===== src/rtl/irq_controller.sv =====
// -----------------------------------------------------------------------------
// irq_controller
//
// Platform interrupt controller in front of riscv_core's single interrupt
// input. Rising edges on irq_i are latched as pending, qualified by the
// per-line mask (mie_i) and the global enable (gie_i), and the lowest-index
// eligible line is presented to the core as one request at a time (no
// nesting). The controller supplies an mcause-format cause word and
// acknowledges the serviced source for one cycle once the core executes mret.
//
// Build option:
//   IRQ_CTRL_SYNC_EN  when defined, every irq_i bit passes through a 2-flop
//                     synchronizer before the edge detector (input-to-request
//                     latency 4 cycles). When undefined, irq_i must already be
//                     synchronous to clk_i (latency 2 cycles).
//
// Parameters:
//   N_IRQ          number of interrupt lines, 1..16
//
// Ports:
//   clk_i          system clock
//   rst_ni         asynchronous, active-low reset
//   irq_i          peripheral interrupt lines, rising edge raises a request
//   mie_i          per-line enable mask
//   gie_i          global interrupt enable (mstatus.MIE)
//   irq_taken_i    1-cycle pulse: core entered the trap handler
//   irq_ret_i      1-cycle pulse: core executed mret
//   irq_req_o      interrupt request to the core
//   irq_cause_o    mcause value of the request in flight (0x8000_0010 + idx)
//   irq_ack_o      one-hot, 1-cycle acknowledge to the serviced source
//   irq_pending_o  pending register, for mip readback
//   busy_o         an interrupt is in REQ or SERVICE
// -----------------------------------------------------------------------------
module irq_controller #(
    parameter int N_IRQ = 16
) (
    input  logic             clk_i,
    input  logic             rst_ni,
    input  logic [N_IRQ-1:0] irq_i,
    input  logic [N_IRQ-1:0] mie_i,
    input  logic             gie_i,
    input  logic             irq_taken_i,
    input  logic             irq_ret_i,
    output logic             irq_req_o,
    output logic [31:0]      irq_cause_o,
    output logic [N_IRQ-1:0] irq_ack_o,
    output logic [N_IRQ-1:0] irq_pending_o,
    output logic             busy_o
);

    localparam int IDX_W = (N_IRQ > 1) ? $clog2(N_IRQ) : 1;

    typedef enum logic [1:0] {
        IDLE    = 2'd0,
        REQ     = 2'd1,
        SERVICE = 2'd2
    } state_t;

    state_t             state_reg;
    state_t             state_next;

    logic [N_IRQ-1:0]   irq_in;
    logic [N_IRQ-1:0]   irq_q_reg;
    logic [N_IRQ-1:0]   rise;
    logic [N_IRQ-1:0]   pending_reg;
    logic [N_IRQ-1:0]   pending_next;
    logic [N_IRQ-1:0]   elig;
    logic               elig_any;
    logic [IDX_W-1:0]   winner;
    logic [IDX_W-1:0]   idx_reg;
    logic [N_IRQ-1:0]   ack_onehot;
    logic [N_IRQ-1:0]   ack_reg;
    logic [31:0]        cause_reg;
    logic               start_req;
    logic               finish_svc;

    // -------------------------------------------------------------------------
    // Input conditioning
    // -------------------------------------------------------------------------
`ifdef IRQ_CTRL_SYNC_EN
    logic [N_IRQ-1:0]   sync1_reg;
    logic [N_IRQ-1:0]   sync2_reg;

    always_ff @(posedge clk_i or negedge rst_ni) begin
        if (!rst_ni) begin
            sync1_reg <= '0;
            sync2_reg <= '0;
        end else begin
            sync1_reg <= irq_i;
            sync2_reg <= sync1_reg;
        end
    end

    assign irq_in = sync2_reg;
`else
    assign irq_in = irq_i;
`endif

    // -------------------------------------------------------------------------
    // Edge detect and pending register
    // -------------------------------------------------------------------------
    // The clear for the serviced line is driven by the registered ack, so it
    // lands at the end of the ack cycle. A fresh edge arriving in that same
    // cycle re-sets the bit (set has priority), which re-arms the line.
    genvar gi;
    generate
        for (gi = 0; gi < N_IRQ; gi++) begin : g_line
            assign rise[gi]         = irq_in[gi] & ~irq_q_reg[gi];
            assign pending_next[gi] = rise[gi] | (pending_reg[gi] & ~ack_reg[gi]);
            assign ack_onehot[gi]   = (idx_reg == IDX_W'(gi));
        end
    endgenerate

    always_ff @(posedge clk_i or negedge rst_ni) begin
        if (!rst_ni) begin
            irq_q_reg   <= '0;
            pending_reg <= '0;
        end else begin
            irq_q_reg   <= irq_in;
            pending_reg <= pending_next;
        end
    end

    // -------------------------------------------------------------------------
    // Eligibility and fixed-priority pick (lowest index wins)
    // -------------------------------------------------------------------------
    assign elig     = gie_i ? (pending_reg & mie_i) : '0;
    assign elig_any = |elig;

    always_comb begin
        winner = '0;
        // Scan from the top so the lowest set index is the last one written.
        for (int i = N_IRQ - 1; i >= 0; i--) begin
            if (elig[i]) begin
                winner = IDX_W'(i);
            end
        end
    end

    // -------------------------------------------------------------------------
    // FSM: state register
    // -------------------------------------------------------------------------
    always_ff @(posedge clk_i or negedge rst_ni) begin
        if (!rst_ni) begin
            state_reg <= IDLE;
        end else begin
            state_reg <= state_next;
        end
    end

    // -------------------------------------------------------------------------
    // FSM: next-state logic
    // -------------------------------------------------------------------------
    // IDLE holds off during the ack cycle: the serviced line's pending bit is
    // still set then, and the next pick must see the cleared register.
    always_comb begin
        state_next = state_reg;
        case (state_reg)
            IDLE: begin
                if (elig_any && (ack_reg == '0)) begin
                    state_next = REQ;
                end
            end
            REQ: begin
                // Taken wins over a simultaneous ret; masks are not re-checked.
                if (irq_taken_i) begin
                    state_next = SERVICE;
                end
            end
            SERVICE: begin
                if (irq_ret_i) begin
                    state_next = IDLE;
                end
            end
            default: begin
                state_next = IDLE;
            end
        endcase
    end

    // -------------------------------------------------------------------------
    // FSM: outputs (decoded from the state register only)
    // -------------------------------------------------------------------------
    always_comb begin
        irq_req_o = 1'b0;
        busy_o    = 1'b0;
        case (state_reg)
            REQ: begin
                irq_req_o = 1'b1;
                busy_o    = 1'b1;
            end
            SERVICE: begin
                busy_o    = 1'b1;
            end
            default: begin
                irq_req_o = 1'b0;
                busy_o    = 1'b0;
            end
        endcase
    end

    // -------------------------------------------------------------------------
    // In-flight index, cause word and acknowledge
    // -------------------------------------------------------------------------
    assign start_req  = (state_reg == IDLE) && (state_next == REQ);
    assign finish_svc = (state_reg == SERVICE) && irq_ret_i;

    always_ff @(posedge clk_i or negedge rst_ni) begin
        if (!rst_ni) begin
            idx_reg   <= '0;
            cause_reg <= '0;
            ack_reg   <= '0;
        end else begin
            if (start_req) begin
                idx_reg   <= winner;
                cause_reg <= {1'b1, 26'b0, 5'd16 + 5'(winner)};
            end
            ack_reg <= finish_svc ? ack_onehot : '0;
        end
    end

    assign irq_cause_o   = cause_reg;
    assign irq_ack_o     = ack_reg;
    assign irq_pending_o = pending_reg;

endmodule


===== config.mk =====
export PLATFORM = sky130hd
export DESIGN_NAME = irq_controller
export DESIGN_NICKNAME = d
export VERILOG_FILES = /design/src/rtl/irq_controller.sv
export SDC_FILE = /design/constraint.sdc
export NUM_CORES = 1
export LEC_CHECK = 0
export CORE_ASPECT_RATIO = 0.8
export CORE_MARGIN = 3
export CORE_UTILIZATION = 38
export CTS_CLUSTER_DIAMETER = 200
export CTS_CLUSTER_SIZE = 30
export DETAILED_ROUTE_END_ITERATION = 6
export GPL_TIMING_DRIVEN = 0
export PLACE_DENSITY = 0.73
export REMOVE_ABC_BUFFERS = 1
export SLEW_MARGIN = 20
export SYNTH_ARGS = -nofsm -noshare
export SYNTH_HDL_FRONTEND = slang
export SYNTH_SLANG_ARGS = --single-unit

===== constraint.sdc =====
create_clock -name clk_i -period 1.9 [get_ports clk_i]
set_clock_uncertainty 0.1 [all_clocks]
set_input_delay 0.38 -clock clk_i [delete_from_list [all_inputs] [get_ports clk_i]]
set_output_delay 0.38 -clock clk_i [all_outputs]
set_load 0.01 [all_outputs]

# Yosys cells after proc, flatten, opt, wreduce, memory -nomap -nowiden
# Index checks and enable logic that the tools add are counted.
classes:
  addsub: 1
  n_eq_ne: 18
  muxes: 24
  bitwise_logic: 81
  n_reduce_logical: 8
op_table:
  columns: ["op", "n"]
  rows:
  - ["4-bit two-way mux", 16]
  - ["1-bit bitwise AND", 32]
  - ["4-bit == test (second input constant)", 8]
  - ["16-bit two-way mux", 2]
  - ["1-bit NOT", 32]
  - ["16-bit bitwise AND", 1]
  - ["4-bit by 3-bit == test with 1-bit output (second input constant)", 4]
  - ["16-bit zero test", 1]
  - ["1-bit OR", 16]
  - ["16-bit OR reduction", 1]
  - ["4-bit by 2-bit == test with 1-bit output (second input constant)", 2]
  - ["2-bit two-way mux", 3]
  - ["2-bit case mux with 3 select lines", 1]
  - ["5-bit by 4-bit adder with 5-bit output (first input constant)", 1]
  - ["2-bit by 1-bit == test with 1-bit output (second input constant)", 2]
  - ["4-bit by 1-bit == test with 1-bit output (second input constant)", 1]
  - ["4-bit zero test", 1]
  - ["1-bit logical AND", 3]
  - ["2-bit == test (second input constant)", 1]
  - ["2-bit zero test", 1]
  - ["1-bit two-way mux", 2]
  - ["2-bit OR reduction", 1]
totals:
  ff_bits: 60
  output_inout_bits: 66
  word_cells: 138

# Depth between registers and ports, before layout
depth:
  depth_word: 19
  depth_mapped: 7
  ltp_nobuf: 7

# Least setup slack after synthesis
# No wires, ideal clock.
synth_path:
  kind: "register -> register"
  startpoint: "register pending_reg[6] (netlist: irq_pending_o[6])"
  endpoint: "register idx_reg[1]"
  setup_time_ps: 128
  arrival_ps: 1740
  required_time_ps: 1672
  path_slack_ps: -68
  stages_incl_launch_ff: 6
  path_buffers: 0
  period_less_slack_ps: 1968
  path_cell_list: "dfrtp_1 > a22o_1 > o41a_1 > o21ai_2 > o21ai_2 > mux2_1"
synth_between:
  elab_chain_len: 9
  elab_cells_between_ends: 15
  classes_between: "eq/ne: 1; mux: 10; bitwise: 1; reduce/logical: 3"
synth_rtl:
  columns: ["element", "line", "source"]
  rows:
  - ["from (decl)", "65", "logic [N_IRQ-1:0] pending_reg;"]
  - ["from (signal assigned)", "120", "pending_reg <= pending_next;"]
  - ["16-bit bitwise AND (*)", "127", "assign elig = gie_i ? (pending_reg & mie_i) : '0;"]
  - ["16-bit two-way mux (*)", "127", null]
  - ["parallel branches: the longest is 7 deep, another holds 16-bit OR reduction", null, null]
  - ["to (signal assigned)", "215", "idx_reg <= winner;"]
  - ["to (decl)", "70", "logic [IDX_W-1:0] idx_reg;"]
# Every way passes the cells marked *.
# A chain may end at the register's enable or synchronous reset.

# Worst setup path after layout
layout_path:
  startpoint: "input port mie_i[3]"
  endpoint: "register idx_reg[2]"
layout_between:
  elab_chain_len: 8
  elab_cells_between_ends: 12
  classes_between: "eq/ne: 1; mux: 7; bitwise: 1; reduce/logical: 3"
layout_rtl:
  columns: ["element", "line", "source"]
  rows:
  - ["from (decl)", "40", "input logic [N_IRQ-1:0] mie_i,"]
  - ["16-bit bitwise AND (*)", "127", null]
  - ["16-bit two-way mux (*)", "127", null]
  - ["16-bit OR reduction", "128", "assign elig_any = |elig;"]
  - ["1-bit logical AND", "160", "if (elig_any && (ack_reg == '0)) begin"]
  - ["2-bit two-way mux", "160", null]
  - ["2-bit case mux with 3 select lines", "158", "case (state_reg)"]
  - ["2-bit by 1-bit == test with 1-bit output", "205", "assign start_req = (state_reg == IDLE) && (state_next == REQ);"]
  - ["1-bit logical AND", "205", null]
# Every way passes the cells marked *; elsewhere a longest branch is shown, timed or not.

==> metrics.txt <==
# TYPE chip_impl_metric gauge
chip_impl_metric{name="setup_viol",unit=""} 5
chip_impl_metric{name="layout.nets",unit=""} 363
chip_impl_metric{name="crit_path_max_incr_delay",unit="ps"} 430
chip_impl_metric{name="timing.max_cap.violations",unit=""} 0
chip_impl_info{name="sort_of_element_at_the_start_of_the_critical_path",value="input pin"} 1
chip_impl_metric{name="crit_buf_inv",unit=""} 1
chip_impl_metric{name="dieWidth",unit="um"} 95.8
chip_impl_metric{name="cts.sinks",unit=""} 55
chip_impl_metric{name="final_cell_count_no_fill",unit=""} 404
chip_impl_metric{name="die-area",unit="um2"} 7450
chip_impl_metric{name="starting_drc_count_in_detailed_routing",unit=""} 73
chip_impl_info{name="critical-path-top-cell-by-count",value="sky130_fd_sc_hd__o21ai_4"} 1
chip_impl_metric{name="core_area",unit="um2"} 6070
chip_impl_metric{name="async_flop_share",unit="%"} 100
chip_impl_metric{name="layout.area.seq",unit="um2"} 1380
chip_impl_info{name="run_status",value="complete, but fails checks"} 1
chip_impl_metric{name="drive_gt1_share",unit="%"} 13.9
chip_impl_metric{name="dpl_worst_slack",unit="ps"} -595
chip_impl_metric{name="maximum_frequency_from_static_timing_analysis",unit="GHz"} 0.512
chip_impl_metric{name="post_synth_num_cell_types",unit=""} 42
chip_impl_metric{name="global_route_wire_length_before_repair",unit="um"} 9720
chip_impl_metric{name="hold-worst-slack",unit="ps"} -0.870
chip_impl_metric{name="syn_area_per_cell",unit="um2"} 10.6
chip_impl_metric{name="required",unit="ps"} 2000
chip_impl_metric{name="max_slew_margin",unit="%"} 55.3
chip_impl_metric{name="cp_max_fo",unit=""} 3
chip_impl_metric{name="portion_of_the_post_synthesis_area_used_by_sequential_elements",unit="%"} 56.2
chip_impl_metric{name="cts-buffers-inserted",unit=""} 5
chip_impl_info{name="cp_cell_sequence",value="clkdlybuf4s50_1, a22o_1, o41a_1, o21ai_4, o21ai_4, mux2_4"} 1
chip_impl_metric{name="hold_viol",unit=""} 2
chip_impl_info{name="critical_path_class",value="in2reg"} 1
chip_impl_metric{name="period_utilisation_layout",unit="%"} 103
chip_impl_metric{name="wl_per_cell",unit="um"} 14.9
chip_impl_metric{name="seqPwrFrac",unit="%"} 44.2
chip_impl_metric{name="power.switching_fraction",unit="%"} 33.0
chip_impl_metric{name="max-clock-path-buffers",unit=""} 2
chip_impl_metric{name="track_usage",unit="%"} 16.9
chip_impl_metric{name="power_report.internal_total",unit="mW"} 2.09
chip_impl_metric{name="place_inst",unit=""} 386
chip_impl_metric{name="area.growth.synth_to_final",unit="%"} 41.1
chip_impl_metric{name="power_per_cell_area",unit="nW/um2"} 904
chip_impl_info{name="crit_path_end_kind",value="flop"} 1
chip_impl_metric{name="routed_wl",unit="um"} 6030
chip_impl_metric{name="syn_inst",unit=""} 232
chip_impl_metric{name="critical_path_depth",unit=""} 6
chip_impl_metric{name="comb_power_share",unit="%"} 35.3
chip_impl_metric{name="grt_start_max_net_pins",unit=""} 56
chip_impl_info{name="failed_checks",value="negative hold slack, negative setup slack"} 1
chip_impl_metric{name="p_total",unit="mW"} 3.12
chip_impl_metric{name="fillCellCount",unit=""} 538
chip_impl_metric{name="die_h",unit="um"} 77.8
chip_impl_metric{name="place_congestion",unit=""} 0.751
chip_impl_metric{name="ant_nets",unit=""} 0
chip_impl_metric{name="first_global_vias",unit=""} 1973
chip_impl_metric{name="antenna_cells",unit=""} 0
chip_impl_metric{name="multiInputGateArea",unit="um2"} 927
chip_impl_metric{name="pwr-share-clk",unit="%"} 20.5
chip_impl_info{name="rsz0062_at_grt",value="yes"} 1
chip_impl_metric{name="number_of_enable_flip_flop_cells_after_synthesis",unit=""} 0
chip_impl_info{name="cp_top_family",value="compound AO/OA/AOI/OAI gates"} 1
chip_impl_metric{name="floorplan.io_pins",unit=""} 103
chip_impl_metric{name="synth-seq-cells",unit=""} 55
chip_impl_metric{name="post-route-drc-count",unit=""} 0
chip_impl_metric{name="worst_ir_drop_vdd",unit="mV"} 0.680
chip_impl_info{name="worst_path_max_delay_cell",value="sky130_fd_sc_hd__clkdlybuf4s50_1"} 1
chip_impl_metric{name="route.vias.total",unit=""} 1973
chip_impl_metric{name="final.setup.worst_slack",unit="ps"} -51.8
chip_impl_metric{name="drv_slew",unit=""} 0
chip_impl_info{name="tritoncts",value="yes"} 1
chip_impl_metric{name="finalCriticalPeriod",unit="ps"} 1950
chip_impl_info{name="timing.critical_path.from",value="mie_i[3]"} 1
chip_impl_metric{name="std_cell_rows",unit=""} 25
chip_impl_metric{name="final.setup.tns",unit="ps"} -175
chip_impl_metric{name="dp_hpwl",unit="um"} 4420
chip_impl_metric{name="port_buffers",unit=""} 76
chip_impl_metric{name="number_of_antenna_violations_at_the_first_check_in_global_routing",unit=""} 0
chip_impl_metric{name="detailedRoute.firstPassIterationCount",unit=""} 4
chip_impl_metric{name="grt_overflow_total",unit=""} 0
chip_impl_metric{name="clk_pin_slew_worst_paths",unit="ps"} 100
chip_impl_metric{name="cp.arrival",unit="ps"} 2050
chip_impl_metric{name="net_switching_power",unit="mW"} 1.03
chip_impl_metric{name="cts_hold_buf",unit=""} 0
chip_impl_metric{name="dr_vias_cell",unit=""} 4.88
chip_impl_metric{name="p_leak",unit="nW"} 1.64
chip_impl_metric{name="h_tree_levels",unit=""} 2
chip_impl_info{name="worstReg2RegStart",value="irq_pending_o[0]$_DFF_PN0_"} 1
chip_impl_metric{name="finish.utilization",unit="%"} 57.0
chip_impl_metric{name="floorplan.initialDensity",unit="%"} 40.4
chip_impl_metric{name="clock_insertion_delay_worst_skew",unit="ps"} 310
chip_impl_metric{name="dpl-instance-area",unit="um2"} 3200
chip_impl_metric{name="worst_slew_pin_slew",unit="ps"} 670
chip_impl_info{name="worstHoldPathType",value="in2async"} 1
chip_impl_metric{name="layout.cell_area.non_filler",unit="um2"} 3460
chip_impl_metric{name="rr_worst_depth",unit=""} 5
chip_impl_info{name="root_buffer",value="sky130_fd_sc_hd__clkbuf_8"} 1
chip_impl_metric{name="syn-cell-area",unit="um2"} 2450
chip_impl_metric{name="synth-warning-count",unit=""} 0
chip_impl_info{name="ys.flop_type",value="sky130_fd_sc_hd__dfrtp_1"} 1
layout by cell type, fill, tap and decap left out, types with 3 or more instances in the layout:
master,instances
sky130_fd_sc_hd__clkdlybuf4s50_1,66
sky130_fd_sc_hd__dfrtp_1,53
sky130_fd_sc_hd__inv_1,35
sky130_fd_sc_hd__conb_1,26
sky130_fd_sc_hd__o22ai_1,16
sky130_fd_sc_hd__nor2_1,15
sky130_fd_sc_hd__nand2_1,13
sky130_fd_sc_hd__buf_4,10
sky130_fd_sc_hd__dlygate4sd2_1,7
sky130_fd_sc_hd__nor3_1,5
sky130_fd_sc_hd__clkbuf_8,5
sky130_fd_sc_hd__nand2b_1,4
sky130_fd_sc_hd__a22o_1,3
sky130_fd_sc_hd__a22oi_1,3
sky130_fd_sc_hd__o21ai_4,3
sky130_fd_sc_hd__o21ai_0,3
sky130_fd_sc_hd__mux2_4,3
sky130_fd_sc_hd__a222oi_1,3
layout make-up:
class	count	share of cell area, %
multi-input combinational	138	26.8
inverter	36	3.91
clock inverter	3	0.579
tap	81	2.93
timing repair buffer	86	23.9
sequential	55	39.9
clock buffer	5	1.99
repair_timing:
| action | in CTS | in global routing |
|---|---|---|
| pin swaps | 6 | 4 |
| gates resized for setup | 28 | 9 |
| buffers inserted | 10 | 0 |
| endpoints found under the setup margin | 11 | 9 |
cell usage after synthesis, types with 2 or more instances:
library cell,number,area share (%)
sky130_fd_sc_hd__o22ai_1,16,4.1
sky130_fd_sc_hd__nand2_1,13,2.0
sky130_fd_sc_hd__o21ai_0,3,0.61
sky130_fd_sc_hd__inv_1,36,5.5
sky130_fd_sc_hd__nand4_1,2,0.51
sky130_fd_sc_hd__nand3_1,2,0.41
sky130_fd_sc_hd__a222oi_1,3,1.2
sky130_fd_sc_hd__nor3_1,5,1.0
sky130_fd_sc_hd__o21ai_2,2,0.72
sky130_fd_sc_hd__mux2_1,3,1.4
sky130_fd_sc_hd__buf_4,27,8.3
sky130_fd_sc_hd__o211ai_1,2,0.61
sky130_fd_sc_hd__nor4_1,4,1.0
sky130_fd_sc_hd__a22oi_1,4,1.2
sky130_fd_sc_hd__a21oi_1,3,0.61
sky130_fd_sc_hd__dfrtp_1,55,56
sky130_fd_sc_hd__nor2b_1,2,0.51
sky130_fd_sc_hd__a32oi_1,2,0.72
sky130_fd_sc_hd__ha_1,4,2.0
sky130_fd_sc_hd__nand2b_1,4,1.0
sky130_fd_sc_hd__nor2_1,17,2.6
sky130_fd_sc_hd__a22o_1,3,1.1
kinds of logic (layout without fill, tap and decap cells):
| group | after synthesis | after routing | share of synthesized area, % |
|---|---|---|---|
| flops | 55 | 55 | 56.2 |
| mux | 3 | 3 | 1.38 |
| simple gates | 56 | 56 | 11.2 |
| compound gates | 49 | 49 | 15.1 |
| other cells | 1 | 26 | 0.153 |
| fa+ha+maj | 4 | 4 | 2.04 |
| buf+inv | 64 | 130 | 13.9 |
per-layer routing:
| layer | vias up | global-route usage (%) | share of wire (%) |
|---|---|---|---|
| met2 | 82 | 26.7 | 46 |
| met4 | 0 | 5.82 | 0.98 |
| met1 | 957 | 22.3 | 44 |
| met5 | - | 0 | 0 |
| met3 | 6 | 4.75 | 8.9 |
| li1 | 928 | - | - |
power by group through the flow:
stage          registers, mW  clock network (mW)  logic, mW
5_1_grt                 1.40               0.705       1.20
3_5_place_dp            1.41                   0      0.813
6_report                1.38               0.642       1.10
4_1_cts                 1.37               0.658       1.06
3_3_place_gp            1.40                   0      0.805
2_1_floorplan           1.40                   0      0.437
worst paths after layout:
path                                              end  slack, ps
setup / recovery               idx_reg[2]$_DFFE_PN0P_        -50
hold / removal             irq_pending_o[9]$_DFF_PN0_       -0.9
setup reg to reg               idx_reg[2]$_DFFE_PN0P_        -50
hold reg to reg            irq_pending_o[3]$_DFF_PN0_        320
max in group asynchronous      idx_reg[0]$_DFFE_PN0P_       1220
min in group clk_i         irq_pending_o[3]$_DFF_PN0_        320
Power figures use the tool's default switching activity.
